<file path="src/rtl/multdiv_ctrl.sv">
// multdiv_ctrl: sequencer between the execute stage and the shared multdiv unit
// Ports: clock/reset_n (async active-low); req_* request in with req_ready/stall;
// flush aborts; resp_* valid/ready response out; md_* drive/observe the multdiv unit.
// Optional: define MULTDIV_CTRL_TIMEOUT_EN to abort after TIMEOUT_CYCLES in ISSUE/WAIT.
module multdiv_ctrl #(
  parameter int TAG_W          = 5,
  parameter int TIMEOUT_CYCLES = 64,
  parameter int CNT_W          = 7
) (
  input  logic             clock,
  input  logic             reset_n,
  input  logic             req_valid,
  input  logic             req_op,
  input  logic [31:0]      req_a,
  input  logic [15:0]      req_b,
  input  logic [TAG_W-1:0] req_tag,
  output logic             req_ready,
  input  logic             flush,
  output logic             stall,
  output logic             resp_valid,
  input  logic             resp_ready,
  output logic [31:0]      resp_result,
  output logic             resp_exception,
  output logic [TAG_W-1:0] resp_tag,
  output logic [31:0]      md_operandA,
  output logic [15:0]      md_operandB,
  output logic             md_ctrl_MULT,
  output logic             md_ctrl_DIV,
  input  logic [31:0]      md_result,
  input  logic             md_exception,
  input  logic             md_inputRDY,
  input  logic             md_resultRDY
);
  typedef enum logic [1:0] {IDLE, ISSUE, WAIT, RESP} state_t;
  state_t state_q, state_d;
  logic [31:0] a_q, a_d, res_q, res_d;
  logic [15:0] b_q, b_d;
  logic [TAG_W-1:0] tag_q, tag_d;
  logic exc_q, exc_d, valid_q, valid_d, mult_q, mult_d, div_q, div_d;
  logic timeout;
`ifdef MULTDIV_CTRL_TIMEOUT_EN
  logic [CNT_W-1:0] cnt_q, cnt_d;
  // Counter sits at zero outside ISSUE/WAIT, so it is already clear on ISSUE entry.
  assign cnt_d   = (state_q == ISSUE || state_q == WAIT) ? cnt_q + CNT_W'(1) : '0;
  assign timeout = (state_q == ISSUE || state_q == WAIT) && cnt_q == CNT_W'(TIMEOUT_CYCLES - 1) && !md_resultRDY;
  always_ff @(posedge clock or negedge reset_n)
    if (!reset_n) cnt_q <= '0;
    else cnt_q <= cnt_d;
`else
  logic [CNT_W-1:0] unused_cnt;
  assign unused_cnt = CNT_W'(TIMEOUT_CYCLES);
  assign timeout    = 1'b0;
`endif
  always_comb begin
    state_d = state_q;
    a_d     = a_q;
    b_d     = b_q;
    tag_d   = tag_q;
    res_d   = res_q;
    exc_d   = exc_q;
    valid_d = valid_q;
    mult_d  = mult_q;
    div_d   = div_q;
    case (state_q)
      IDLE:
        if (req_valid && !flush) begin
          a_d     = req_a;
          b_d     = req_b;
          tag_d   = req_tag;
          mult_d  = !req_op;
          div_d   = req_op;
          state_d = ISSUE;
        end
      ISSUE, WAIT:
        if (flush) begin
          mult_d  = 1'b0;
          div_d   = 1'b0;
          state_d = IDLE;
        end else if (timeout) begin
          res_d   = '0;
          exc_d   = 1'b1;
          valid_d = 1'b1;
          mult_d  = 1'b0;
          div_d   = 1'b0;
          state_d = RESP;
        end else if (state_q == WAIT && md_resultRDY) begin
          res_d   = md_result;
          exc_d   = md_exception;
          valid_d = 1'b1;
          mult_d  = 1'b0;
          div_d   = 1'b0;
          state_d = RESP;
        end else if (state_q == ISSUE && md_inputRDY) begin
          state_d = WAIT;
        end
      RESP:
        if (flush || resp_ready) begin
          valid_d = 1'b0;
          state_d = IDLE;
        end
      default: state_d = IDLE;
    endcase
  end
  always_ff @(posedge clock or negedge reset_n)
    if (!reset_n) begin
      state_q <= IDLE;
      a_q     <= '0;
      b_q     <= '0;
      tag_q   <= '0;
      res_q   <= '0;
      exc_q   <= 1'b0;
      valid_q <= 1'b0;
      mult_q  <= 1'b0;
      div_q   <= 1'b0;
    end else begin
      state_q <= state_d;
      a_q     <= a_d;
      b_q     <= b_d;
      tag_q   <= tag_d;
      res_q   <= res_d;
      exc_q   <= exc_d;
      valid_q <= valid_d;
      mult_q  <= mult_d;
      div_q   <= div_d;
    end
  assign req_ready      = state_q == IDLE;
  assign stall          = req_valid & ~req_ready;
  assign resp_valid     = valid_q;
  assign resp_result    = res_q;
  assign resp_exception = exc_q;
  assign resp_tag       = tag_q;
  assign md_operandA    = a_q;
  assign md_operandB    = b_q;
  assign md_ctrl_MULT   = mult_q;
  assign md_ctrl_DIV    = div_q;
endmodule

</file>
<file path="config.mk">
export PLATFORM = sky130hd
export DESIGN_NAME = multdiv_ctrl
export DESIGN_NICKNAME = d
export VERILOG_FILES = /design/src/rtl/multdiv_ctrl.sv
export SDC_FILE = /design/constraint.sdc
export NUM_CORES = 1
export LEC_CHECK = 0
export ABC_AREA = 1
export CAP_MARGIN = 30
export CORE_MARGIN = 2
export CORE_UTILIZATION = 44
export DETAILED_ROUTE_END_ITERATION = 7
export HOLD_SLACK_MARGIN = 0.12
export PLACE_DENSITY = 0.86
export SLEW_MARGIN = 5
export SYNTH_ARGS = -nofsm -noshare
export SYNTH_HDL_FRONTEND = slang
export SYNTH_SLANG_ARGS = --single-unit
</file>
<file path="constraint.sdc">
create_clock -name clock -period 2.6 [get_ports clock]
set_clock_uncertainty 0.2 [all_clocks]
set_input_delay 0.52 -clock clock [delete_from_list [all_inputs] [get_ports clock]]
set_output_delay 0.52 -clock clock [all_outputs]
set_load 0.03 [all_outputs]
</file>
=== Yosys cells after proc, flatten, opt, wreduce, memory -nomap -nowiden ===
Index checks and enable logic that the tools add are counted.

* Bits in registers: 91
* Output and inout bits: 91
* Logic and storage cells: 52

* Equal/unequal tests: 9
* Mux-type cells: 16
* Bitwise operators: 3
* Reduce and logical (&&, ||, !) cells: 15

{| class="wikitable"
|+ Operator list
! kind !! number
|-
| 2-to-1 mux 2 bit || 5
|-
| AND reduction 3 bit || 3
|-
| 2-to-1 mux 1 bit || 7
|-
| != test 2 bit (second input constant) || 3
|-
| one-hot mux 1 bit (2 select lines) || 3
|-
| one-hot mux 2 bit (3 select lines) || 1
|-
| equality test 2 bit (second input constant) || 2
|-
| != test 4 bit (second input constant) || 1
|-
| AND reduction 4 bit || 1
|-
| nonzero test 2 bit || 2
|-
| logical AND 1 bit || 3
|-
| != test 3 bit (second input constant) || 1
|-
| equality test 2 x 1 -> 1 bit (second input constant) || 1
|-
| logical NOT 1 bit || 2
|-
| logical NOT 2 bit || 1
|-
| != test 2 x 1 -> 1 bit (second input constant) || 1
|-
| inverter 1 bit || 2
|-
| AND reduction 2 bit || 1
|-
| OR reduction 2 bit || 1
|-
| AND 1 bit || 1
|-
| logical OR 1 bit || 1
|}

=== Depth between registers and ports, before layout ===
Gate-level depths: netlist (run 1).

* Word-level depth: 6
* Mapped depth: 9
* Mapped depth without buffers: 9

=== Worst setup path after synthesis (run 1) ===
OpenSTA, ideal clock, no wires.

* Kind: register -> output
* Start: register state_q[0]
* End: output port stall
* Arrival time: 1293 ps
* Data required time: 1880 ps
* Setup slack: 587 ps
* Stages on the path, launching flop included: 4
* Buffers on the path: 0
* Cells stage by stage: dfrtp_1 > inv_1 > ha_1 > nor2_1

* Cells in the longest elaborated chain, start to end: 3

{| class="wikitable"
|+ Ends and longest elaborated chain
! item !! RTL line !! source
|-
| start, declared || 35 || <nowiki>state_t state_q, state_d;</nowiki>
|-
| start signal, assigned || 116 || <nowiki>state_q <= state_d;</nowiki>
|-
| logical NOT 2 bit || 126 || <nowiki>assign req_ready = state_q == IDLE;</nowiki>
|-
| named net req_ready || 17 || <nowiki>output logic req_ready,</nowiki>
|-
| inverter 1 bit || 127 || <nowiki>assign stall = req_valid & ~req_ready;</nowiki>
|-
| AND 1 bit || 127 ||
|-
| end, declared || 19 || <nowiki>output logic stall,</nowiki>
|}

The timed path passes the listed nets, and every way through them passes these cells.

=== Worst setup path after layout (run 1) ===
* Start: register state_q[0]
* End: output port req_ready

* Cells in the longest elaborated chain, start to end: 1

{| class="wikitable"
|+ Ends and longest elaborated chain
! item !! RTL line
|-
| logical NOT 2 bit || 126
|-
| end, declared || 17
|}

Every way passes these cells.

==> results of run 1 <==
sequential cells by signal, indices dropped and copies added (netlist names):
| name | count |
|---|---|
| md_ctrl_DIV | 1 |
| md_ctrl_MULT | 1 |
| md_operandA | 32 |
| md_operandB | 16 |
| resp_exception | 1 |
| resp_result | 32 |
| resp_tag | 5 |
| resp_valid | 1 |
| state_q | 2 |
worst min-delay path by stage:
stage                     cells past startpoint             from         endpoint
after global routing                          2  resp_result[14]  resp_result[14]
after floorplan                               0          reset_n      md_ctrl_DIV
after global placement                        2  resp_result[15]  resp_result[15]
after detailed placement                      2  resp_result[14]  resp_result[14]
after CTS                                     2  resp_result[21]  resp_result[21]
final                                         2  resp_result[14]  resp_result[14]
through the flow:
stage	total power (W)	setup slack, ns	utilization (%)
2_1_floorplan	0.004778	0.5867	-
3_3_place_gp	0.006449	0.3775	67.08
3_5_place_dp	0.006584	0.3445	67.08
4_1_cts	0.007538	0.2551	69.44
5_1_grt	0.007908	0.2053	69.44
6_report	0.007466	0.2855	69.44
final cells by class:
| type | instances | share of cell area, % |
|---|---|---|
| Tap cell | 108 | 2.265 |
| Clock inverter | 5 | 0.8807 |
| Multi-Input combinational cell | 249 | 20.11 |
| Sequential cell | 91 | 38.16 |
| Timing Repair Buffer | 191 | 32.31 |
| Clock buffer | 11 | 2.369 |
| Inverter | 62 | 3.900 |
metal layers:
metal,track usage [%],up-vias,share of wire [%]
li1,-,1656,-
met1,23.44,1606,39
met2,35.07,153,49
met3,8.273,19,9.4
met4,8.226,0,2.3
met5,0,-,0
logic make-up (layout without fill, tap and decap cells):
group / Yosys count / in the layout / share of synthesized area [%]
AND/OR/NAND/NOR: 189 / 189 / 20.94
flip-flops: 91 / 91 / 59.17
adder cells (fa/ha/maj): 4 / 4 / 1.300
buffers and inverters: 83 / 269 / 9.655
AO/OA/AOI/OAI: 56 / 56 / 8.940
timing repair:
item	4_1_cts	5_1_grt
setup endpoints to repair	1	0
hold endpoints to repair	49	0
resized for setup	1	0
hold buffers	1	0
worst max-delay path, cell delays in order, from the launching register on:
cell and delay (ns):
dfrtp_1 0.42, inv_1 0.10, ha_1 0.30, dlygate4sd2_1 0.44
power by group through the flow:
stage / combinational (W) / sequential [W] / clock (W)
after global placement: 0.00402 / 0.00243 / 0
after CTS: 0.00411 / 0.00246 / 0.000964
after global routing: 0.00434 / 0.00254 / 0.00103
final: 0.00408 / 0.00246 / 0.000932
after detailed placement: 0.00410 / 0.00248 / 0
after floorplan: 0.00104 / 0.00374 / 0
layout by cell type, fill, tap and decap left out:
| cell type | netlist | routed |
|---|---|---|
| clkdlybuf4s50_1 | 0 | 181 |
| o21ai_0 | 33 | 33 |
| buf_4 | 1 | 5 |
| inv_2 | 1 | 1 |
| nand2_2 | 7 | 7 |
| a21oi_1 | 1 | 1 |
| o21ai_1 | 5 | 5 |
| dlygate4sd2_1 | 0 | 1 |
| clkinvlp_4 | 0 | 1 |
| clkbuf_8 | 0 | 10 |
| nand2_1 | 134 | 134 |
| nand4_1 | 1 | 1 |
| inv_1 | 61 | 61 |
| nor2_1 | 7 | 7 |
| nand3_4 | 1 | 1 |
| o21ai_2 | 17 | 17 |
| ha_1 | 4 | 4 |
| bufinv_16 | 0 | 1 |
| nor2_4 | 1 | 1 |
| clkinv_2 | 0 | 3 |
| dlygate4sd3_1 | 0 | 1 |
| clkbuf_1 | 3 | 1 |
| buf_12 | 0 | 3 |
| dfrtp_1 | 91 | 91 |
| nand3_1 | 37 | 37 |
| nand4_2 | 1 | 1 |
==> impl_results.md, run 1 <==
- Run status: complete, no violations
- Period Utilization, post-route: 89.02%
- Number of non-filler instances in the completed layout: 717
- Layout cell share with drive strength beyond 1: 8.374%
- Layout Nets: 702
- Req. time, crit path: 1.88 ns
- Drt total wl: 9725 µm
- Placed Area: 5764 µm²
- Via count: 3,434
- DR WL/cell: 13.56 µm
- Yosys top cell area share: 59.17%
- CTS tree: yes
- N_diodes: 0
- Largest net degree at the start of global routing: 58
- Initial antenna violation count: 0
- R2R Setup Slk: 0.80 ns
- EDFF count, synth: 0
- Biggest area consumer among synthesized cells: dfrtp_1
- Vias in the first global route: 3,443
- CP startpoint kind: register
- Setup crit end: req_ready
- Area of the multi-input gates: 1200 µm²
- Clock transition at path regs: 0.08 ns
- Final Hold Fails: 0
- Crit path DAT: 1.59 ns
- Library cells used by synthesis: 22
- Chip width: 97.53 µm
- ANT nets after route: 0
- GP Congestion: 0.8483
- Worst R2R Start: state_q[0]
- Setup TNS: 0 ns
- DRT Pass-1 Iters: 5
- H-Tree Level Count: 3
- Sequential share of power: 32.9%
- Total leakage power: 2.977 nW
- Die H: 97.53 µm
- Total of fill cells in the finished design: 663
- Most used DFF post-synth: dfrtp_1
- Slew @ Worst Pin: 0.6451 ns
- Syn_area_per_cell: 9.099 µm²
- Post-DP HPWL: 7332 µm
- Max Slew Vio Count: 0
- Clock Tree Buf Depth: 2
- Min Tclk post-route: 2.315 ns
- Hold/Removal Path Class: register to register
- Synthesis-stage register bit count: 91
- Vias per cell: 4.789
- Layout area overhead: 55.04%
- Post-synthesis async set-or-reset flop share: 100.0%
- Starting Density: 44.79%
- Switching power: 0.003287 W
- # DRC: 0
- VDD IR max: 0.6956 mV
- Post-route design area: 5967 µm²
- Critical path fanouts, max: 6
- I/O pin count: 185
- R2R depth: 7
- Row count: 34
- CP Launch Point: state_q[0]
- Relative slew slack: 57.00%
- Comb pwr share: 54.6%
- Max Cap Viol: 0
- TritonCTS buffer count: 9
- Die Area: 9511 µm²
- Pint: 0.004179 W
- First-pass GRT wire length: 15,990 µm
- Latest clock arrival within the worst-skew pair: 0.33 ns
- Synthesized area: 3849 µm²
- Global Route Usage Sum: 20.72%
- Top cells by area, synth: dfrtp_1 (59%), nand2_1 (13%), inv_1 (5.9%), nand3_1 (4.8%), o21ai_0 (4.3%)
- Sequential share of the synthesized area: 59.17%
- CTS Root Cell: clkbuf_8
- Initial DRC count: 125
- Mapped Cells: 423
- Remaining Overflow, GRT: 0
- Pwr dens: 1251 nW/µm²
- Post-CTS Setup Inserts: 0
- Top-count cell post-synth: nand2_1
- Clk sink count: 91
- Syn Nets: 521
- R2R Path End: resp_result[24]
- Crit path kind: register to output port
- Maximum clock frequency: 432.1 MHz
- Area of the core: 8593 µm²
- Switching part of the total: 44.02%
- Final setup viols: 0
- Synth top cells by count: nand2_1 (134), dfrtp_1 (91), inv_1 (61), nand3_1 (37), o21ai_0 (33)
- RSZ-0062 raised after global routing: no
- Ys Warns: 0
- Hold WS: 0.2721 ns
- Setup crit end kind: output port
- Clock network power share: 12.5%
- Reg area: 2277 µm²
- Placed cell count: 700
- IO Port Bufs: 184
Note: power is estimated with default switching activity, not from simulation.
==> run 2, diff against run 1 <==
--- a/config.mk
+++ b/config.mk
@@ -11,7 +11,7 @@
 export CORE_UTILIZATION = 44
 export DETAILED_ROUTE_END_ITERATION = 7
 export HOLD_SLACK_MARGIN = 0.12
-export PLACE_DENSITY = 0.86
+export PLACE_DENSITY = 0.92
 export SLEW_MARGIN = 5
 export SYNTH_ARGS = -nofsm -noshare
 export SYNTH_HDL_FRONTEND = slang
==> impl_results.md, run 2 (synthesis gave the netlist of run 1 again) <==
- Run status: complete, no violations
- Layout area overhead: 55.66%
- Global Route Usage Sum: 20.88%
- Largest net degree at the start of global routing: 55
- Clock Tree Buf Depth: 2
- Period Utilization, post-route: 93.30%
- Total power: 0.007527 W
- DR WL/cell: 13.60 µm
- First-pass GRT wire length: 16,180 µm
- IO Port Bufs: 184
- Max Cap Viol: 0
- Post-CTS Setup Inserts: 0
- Pwr dens: 1256 nW/µm²
- Layout cell share with drive strength beyond 1: 8.674%
- Most frequent cells in the layout: clkdlybuf4s50_1 (182), nand2_1 (134), dfrtp_1 (91)
- Drt total wl: 9778 µm
- CTS Root Cell: clkbuf_8
- Area of the core: 8593 µm²
- Clk sink count: 91
- Min Tclk post-route: 2.426 ns
- Layout Nets: 704
- Slew @ Worst Pin: 0.5563 ns
- ANT nets after route: 0
- Total of fill cells in the finished design: 647
- Hold/Removal Path Class: register to register
- Post-DP HPWL: 7483 µm
- N_diodes: 0
- Final setup viols: 0
- Max Slew Vio Count: 0
- I/O pin count: 185
- Row count: 34
- Critical path fanouts, max: 4
- Via count: 3,447
- Starting Density: 44.79%
- Post-route design area: 5991 µm²
- Crit path kind: register to output port
- Initial DRC count: 82
- Crit path DAT: 1.71 ns
- Initial antenna violation count: 0
- GP Congestion: 0.9192
- Die Area: 9511 µm²
- Worst Hold Depth: 2
- Setup TNS: 0 ns
- Hold WS: 0.2813 ns
- Chip width: 97.53 µm
- Core Util, Final: 69.71%
- Area of the multi-input gates: 1200 µm²
- Relative slew slack: 62.92%
- DRT Pass-1 Iters: 4
- Clock transition at path regs: 0.08 ns
- CP startpoint kind: register
- VDD IR max: 0.7317 mV
- Vias per cell: 4.794
- TritonCTS buffer count: 9
- # resized after CTS: 0
- Vias in the first global route: 3,426
- Latest clock arrival within the worst-skew pair: 0.33 ns
- Final Hold Fails: 0
- H-Tree Level Count: 3
- Reg area: 2277 µm²
- Maximum clock frequency: 412.2 MHz
- Req. time, crit path: 1.88 ns
- Remaining Overflow, GRT: 0
- R2R depth: 7
- Total leakage power: 2.986 nW
- Die H: 97.53 µm
- RSZ-0062 raised after global routing: no
- Setup crit end kind: output port
- # DRC: 0
- Placed Area: 5779 µm²
- CTS tree: yes
- Commonest non-fill, non-tap cell in the layout: clkdlybuf4s50_1
## run 2: worst max-delay path, stage by stage (launching register included)
cell and delay (ns):
dfrtp_1 0.42, inv_1 0.10, ha_1 0.17, clkdlybuf4s50_1 0.69
## run 2: area by class of cell
| cell class | instances | area share (%) |
|---|---|---|
| inverters | 62 | 3.885 |
| repair buffers | 193 | 32.46 |
| well taps | 108 | 2.256 |
| multi-input cells | 249 | 20.03 |
| flip-flops and latches | 91 | 38.01 |
| clock inverters | 5 | 1.003 |
| clock buffers | 11 | 2.360 |
## run 2: per-stage QoR
stage	instances	setup slack (ns)
2_1_floorplan	423	0.5867
3_3_place_gp	702	0.5067
3_5_place_dp	702	0.4163
4_1_cts	719	0.1433
5_1_grt	719	0.08237
6_report	719	0.1743
## run 2: worst paths after layout
kind | startpoint | endpoint | slack, ns
hold reg to reg | resp_result[12] | resp_result[12] | 0.28
min in group asynchronous | reset_n | resp_result[30] | 0.52
hold / removal | resp_result[12] | resp_result[12] | 0.28
setup reg to reg | state_q[0] | resp_exception | 0.78
setup / recovery | state_q[0] | req_ready | 0.17
max in group asynchronous | reset_n | resp_tag[2] | 1.07
## run 2: routing by layer
metal / up-vias / share of wire (%) / track usage (%)
li1: 1665 / - / -
met1: 1634 / 39 / 25.43
met3: 11 / 8.4 / 6.619
met4: 0 / 1.0 / 5.449
met5: - / 0 / 0
met2: 137 / 51 / 36.02
## run 2: what timing repair did
action | 4_1_cts | 5_1_grt
endpoints found under the setup margin | 0 | 0
hold endpoints to repair | 41 | 0
hold buffers | 1 | 0
## run 2: power by group
group | switching (W) | internal [W]
clock network | 0.000487 | 0.000475
logic | 0.00243 | 0.00166
registers | 0.000401 | 0.00207
